<file path="src/rtl/ram_arbiter_pkg.sv">
// rtl/ram_arbiter_pkg.sv - shared types for the RAM arbiter
// Purpose: lock FSM state encoding and requester identifiers used by the
//          arbiter top and its round-robin sub-module.
package ram_arbiter_pkg;

   // ST_ARB: normal round-robin sharing; ST_LOCK_B: B owns the RAM exclusively
   typedef enum logic {
      ST_ARB    = 1'b0,
      ST_LOCK_B = 1'b1
   } state_e;

   // Requester identity; the numeric value is also the bit index in req/gnt vectors
   typedef enum logic {
      REQ_A = 1'b0,
      REQ_B = 1'b1
   } req_id_e;

endpackage

</file>
<file path="src/rtl/rr_arbiter2.sv">
// rtl/rr_arbiter2.sv - two-way combinational round-robin grant
// Purpose: grant at most one of two requesters; on contention the requester
//          that did not win last time gets the grant.
// Ports:
//   req_i[1:0]    request vector (bit 0 = A, bit 1 = B)
//   last_grant_i  requester that won the most recent transfer
//   gnt_o[1:0]    one-hot (or zero) grant vector
module rr_arbiter2
   import ram_arbiter_pkg::*;
(
   input  logic [1:0] req_i,
   input  req_id_e    last_grant_i,
   output logic [1:0] gnt_o
);

   always_comb begin
      gnt_o = 2'b00;
      if (req_i[0] && req_i[1]) begin
         if (last_grant_i == REQ_B) begin
            gnt_o[0] = 1'b1;
         end else begin
            gnt_o[1] = 1'b1;
         end
      end else begin
         gnt_o = req_i;
      end
   end

endmodule

</file>
<file path="src/rtl/ram_arbiter.sv">
// rtl/ram_arbiter.sv - shares one RAM between instruction fetch (A) and load/store (B)
// Purpose: round-robin arbitration of one access per cycle, tagged read responses
//          one cycle after the grant, and an exclusive bounded lock for B.
// Ports:
//   clk, rst                       clock, asynchronous active-low reset
//   a_req/a_addr/a_ready           A read request channel
//   a_rvalid/a_rdata               A read response
//   b_req/b_we/b_lock/b_addr/
//   b_wdata/b_ready                B read/write request channel with lock
//   b_rvalid/b_rdata               B read response
//   ram_write_en/ram_write_adress/
//   ram_data_in                    RAM write port
//   ram_rd_en/ram_rd_adress        RAM read port
//   ram_data_out                   RAM registered read data
module ram_arbiter
   import ram_arbiter_pkg::*;
#(
   parameter int ADDR_SIZE = 8,
   parameter int DATA_SIZE = 8,
   parameter int MAX_LOCK  = 8
) (
   input  logic                 clk,
   input  logic                 rst,
   input  logic                 a_req,
   input  logic [ADDR_SIZE-1:0] a_addr,
   output logic                 a_ready,
   output logic                 a_rvalid,
   output logic [DATA_SIZE-1:0] a_rdata,
   input  logic                 b_req,
   input  logic                 b_we,
   input  logic                 b_lock,
   input  logic [ADDR_SIZE-1:0] b_addr,
   input  logic [DATA_SIZE-1:0] b_wdata,
   output logic                 b_ready,
   output logic                 b_rvalid,
   output logic [DATA_SIZE-1:0] b_rdata,
   output logic                 ram_write_en,
   output logic [ADDR_SIZE-1:0] ram_write_adress,
   output logic [DATA_SIZE-1:0] ram_data_in,
   output logic                 ram_rd_en,
   output logic [ADDR_SIZE-1:0] ram_rd_adress,
   input  logic [DATA_SIZE-1:0] ram_data_out
);

   localparam int CNT_W = $clog2(MAX_LOCK);

   state_e             state_q, state_d;
   req_id_e            last_grant_q, last_grant_d;
   logic [CNT_W-1:0]   lock_cnt_q, lock_cnt_d;
   logic               resp_a_q, resp_a_d;
   logic               resp_b_q, resp_b_d;
   logic [1:0]         arb_gnt;

   rr_arbiter2 u_rr (
      .req_i        ({b_req, a_req}),
      .last_grant_i (last_grant_q),
      .gnt_o        (arb_gnt)
   );

   always_ff @(posedge clk or negedge rst) begin
      if (!rst) begin
         state_q      <= ST_ARB;
         last_grant_q <= REQ_B;
         lock_cnt_q   <= '0;
         resp_a_q     <= 1'b0;
         resp_b_q     <= 1'b0;
      end else begin
         state_q      <= state_d;
         last_grant_q <= last_grant_d;
         lock_cnt_q   <= lock_cnt_d;
         resp_a_q     <= resp_a_d;
         resp_b_q     <= resp_b_d;
      end
   end

   // Lock FSM, grants and last-grant tracking
   always_comb begin
      state_d      = state_q;
      last_grant_d = last_grant_q;
      lock_cnt_d   = lock_cnt_q;
      a_ready      = 1'b0;
      b_ready      = 1'b0;

      case (state_q)
         ST_ARB: begin
            a_ready = arb_gnt[0];
            b_ready = arb_gnt[1];
            if (b_ready && b_lock) begin
               state_d    = ST_LOCK_B;
               lock_cnt_d = CNT_W'(1);
            end
         end
         ST_LOCK_B: begin
            b_ready    = b_req;
            lock_cnt_d = lock_cnt_q + CNT_W'(1);
            if (lock_cnt_q == CNT_W'(MAX_LOCK - 1)) begin
               // Forced release: mark B as last winner so A wins the next contest
               state_d      = ST_ARB;
               lock_cnt_d   = '0;
               last_grant_d = REQ_B;
            end else if (!b_lock) begin
               // Covers both "granted with lock dropped" and "idle with lock dropped"
               state_d    = ST_ARB;
               lock_cnt_d = '0;
            end
         end
         default: begin
            state_d    = ST_ARB;
            lock_cnt_d = '0;
         end
      endcase

      if (a_ready) begin
         last_grant_d = REQ_A;
      end else if (b_ready) begin
         last_grant_d = REQ_B;
      end

      resp_a_d = a_ready;
      resp_b_d = b_ready && !b_we;
   end

   // RAM port mux; everything is zero when nobody is granted
   always_comb begin
      ram_write_en     = 1'b0;
      ram_write_adress = '0;
      ram_data_in      = '0;
      ram_rd_en        = 1'b0;
      ram_rd_adress    = '0;
      if (a_ready) begin
         ram_rd_en     = 1'b1;
         ram_rd_adress = a_addr;
      end else if (b_ready) begin
         if (b_we) begin
            ram_write_en     = 1'b1;
            ram_write_adress = b_addr;
            ram_data_in      = b_wdata;
         end else begin
            ram_rd_en     = 1'b1;
            ram_rd_adress = b_addr;
         end
      end
   end

   // RAM output is already registered, so the tag flop just steers it
   assign a_rvalid = resp_a_q;
   assign b_rvalid = resp_b_q;
   assign a_rdata  = resp_a_q ? ram_data_out : '0;
   assign b_rdata  = resp_b_q ? ram_data_out : '0;

endmodule

</file>
<file path="config.mk">
export PLATFORM = sky130hd
export DESIGN_NAME = ram_arbiter
export DESIGN_NICKNAME = d
export VERILOG_FILES = /design/src/rtl/ram_arbiter_pkg.sv /design/src/rtl/rr_arbiter2.sv /design/src/rtl/ram_arbiter.sv
export SDC_FILE = /design/constraint.sdc
export NUM_CORES = 1
export LEC_CHECK = 0
export ABC_AREA = 0
export CORE_UTILIZATION = 25
export DETAILED_ROUTE_END_ITERATION = 12
export PLACE_DENSITY = 0.77
export SLEW_MARGIN = 25
export SYNTH_ARGS = -nofsm -noshare
export SYNTH_HDL_FRONTEND = slang
export SYNTH_SLANG_ARGS = --single-unit
</file>
<file path="constraint.sdc">
create_clock -name clk -period 1.5 [get_ports clk]
set_input_delay 0.225 -clock clk [delete_from_list [all_inputs] [get_ports clk]]
set_output_delay 0.225 -clock clk [all_outputs]
set_load 0.02 [all_outputs]
</file>
==> results of run 1 <==
-- state kept, by name, indices dropped and copies added, names as in the netlist --
register / count
lock_cnt_q: 3
a_rvalid: 1
b_rvalid: 1
last_grant_q: 1
state_q: 1
-- per-layer routing --
metal	track usage (%)	up-vias	wire length (µm)
met2	37.3	59	1340
met3	3.16	4	260
met1	19.3	418	961
li1	-	461	-
met5	0	-	0
met4	10.5	0	51
-- through the flow --
stage	setup WS (ps)	area (µm²)	util [%]
global route	-348	1680	68.5
detailed placement	-751	1590	64.8
floorplan	-80.5	667	-
CTS	-308	1660	67.4
finish	-319	1680	68.5
global placement	-724	1590	64.8
-- final cells by class --
type	count	area [µm²]
timing repair buffer	93	933
multi-input combinational	61	500
tap	30	37.5
fill	210	773
sequential	7	180
inverter	1	3.75
clock buffer	4	26.3
-- cells by family (layout without fill, tap and decap cells) --
group                    Yosys count  after routing  share of synthesized area (%)
AND/OR/NAND/NOR                   45             45                           48.5
flip-flops                         7              7                           27.3
AO/OA/AOI/OAI                     14             14                           18.0
adder cells (fa/ha/maj)            2              2                           3.87
buffers and inverters              3             98                           2.32
-- how the worst max path moves through the flow --
stage | startpoint | to | slack (ps) | cells past startpoint
6_report | last_grant_q | ram_data_in[5] | -320 | 5
5_1_grt | last_grant_q | ram_data_in[6] | -350 | 5
4_1_cts | last_grant_q | ram_rd_adress[7] | -310 | 5
3_5_place_dp | a_req | ram_rd_adress[2] | -750 | 6
3_3_place_gp | b_req | ram_rd_adress[2] | -720 | 6
2_1_floorplan | last_grant_q | ram_rd_adress[0] | -80 | 3
-- synth_stat cells, drive strengths merged (2+ instances only) --
| cell type | count | share of area, % |
|---|---|---|
| nor2b | 2 | 3.1 |
| nor3b | 2 | 4.8 |
| ha | 2 | 3.9 |
| and2 | 17 | 16 |
| dfrtp | 6 | 23 |
| and3b | 2 | 3.1 |
| and3 | 16 | 15 |
| nand3b | 2 | 2.3 |
| a22o | 10 | 14 |
-- where the power goes --
group / internal [mW] / total (mW) / switching (mW)
sequential: 0.227 / 0.254 / 0.0268
combinational: 0.354 / 0.639 / 0.284
clock: 0.102 / 0.177 / 0.0748
total: 0.683 / 1.07 / 0.386
-- what timing repair did --
item | CTS | global route
pin swaps | 2 | 0
setup endpoints to repair | 46 | 28
buffers inserted | 9 | 1
resized for setup | 191 | 2
-- critical path, cell delays in order, from the launching register on --
cell and delay (ps):
dfstp_2 550, and3b_2 250, nor2b_4 60, buf_12 140, and3_2 210, buf_6 130
==> impl_metrics.tcl, run 1 <==
set metrics [dict create \
    antenna_found_initial 0 \
    power_mw 1.07 \
    cts_buffers 3 \
    vias 942 \
    fin_cells 196 \
    relSlewSlack_pct 77.7 \
    r2r_cells 4 \
    tns_ps -8000 \
    required_ps 1270 \
    portBuffers 83 \
    synthCells 71 \
    synth_edf_count 0 \
    final_nets 207 \
    final_common_cell "clkdlybuf4s50_1" \
    clkSinkCount 7 \
    maxCapViolCount 0 \
    cts_tree "done" \
    period_needed_ps 1820 \
    grt_usage_pct 19.4 \
    wirelength_um 2610 \
    yosysWarningCount 0 \
    die_y_um 52.9 \
    failed_checks "setup timing" \
    synth-main-ff-cell "dfrtp_1" \
    rrSetupSlack_ps 220 \
    hold_path.class "input pin to async pin" \
    grt_max_degree 19 \
    clk_pin_slew_worst_paths_ps 60 \
    clock_skew_ps 3.35 \
    cp_max_fo 18 \
    netlist_area_um2 647 \
    critPathKind "flop to output pin" \
    first_pass_iters 4 \
    drt_iter0_markers 11 \
    antenna_left 0 \
    powerDensity_nw_per_um2 636 \
    reg2reg_from "lock_cnt_q[0]" \
    fmax_mhz 550 \
    clk_latency_ps 250 \
    initial_core_util_pct 26.4 \
    std_cell_rows 18 \
    cts_buffer_depth 2 \
    holdBufCountCts 0 \
    yosysSeqAreaShare_pct 27.3 \
    diodes 0 \
    avgSynthCellArea_um2 9.11 \
    drt-vias-per-instance 4.81 \
    synthDistinctLibCells 23 \
    drive_gt1_share_pct 38.0 \
    syn_to_final_growth_pct 160 \
    overflow 0 \
    grt_pass1_vias 898 \
    hold_viol_final 0 \
    grt_pass1_wl_um 3880 \
    rsz0062_at_grt "yes" \
    worst_slack_ps -319 \
    status "finished with violations" \
    synth_seq_cells 7 \
    place_congestion 0.772 \
    ctsHtreeMaxLevel 1 \
    placed_cells_incl_taps 191 \
    arrival_ps 1590 \
    num_io_pins 84 \
    drc 0 \
    mostFrequentLayoutCells "clkdlybuf4s50_1 (35), buf_6 (29), dlygate4sd2_1 (21)" \
    synthArstFlopShare_pct 100 \
    ir_drop_v 0.000424 \
    end_kind "output pin" \
    p_leak_nw 0.851 \
    whs_ps 234 \
    wl_per_cell_um 13.3 \
    reg2reg_to "state_q" \
    setup_viol 28 \
    design.die.area_um2 2790 \
    period_share_pct 121 \
    die_x_um 52.9 \
    root_buffer "clkbuf_4" \
    core_um2 2450 \
    synth_nets 111 \
    startpoint_type "flop" \
    post-dp-hpwl_um 2170 \
    worst_pin_slew_ps 334 \
    drv_slew 0 \
]
Power figures use the tool's default switching activity.
==> inputs of run 2 (changes only) <==
--- a/config.mk
+++ b/config.mk
@@ -6,6 +6,7 @@
 export NUM_CORES = 1
 export LEC_CHECK = 0
 export ABC_AREA = 0
+export CAP_MARGIN = 20
 export CORE_UTILIZATION = 25
 export DETAILED_ROUTE_END_ITERATION = 12
 export PLACE_DENSITY = 0.77
==> results of run 2 <==
The final DEF is identical to that of run 1; final timing and power are the same.
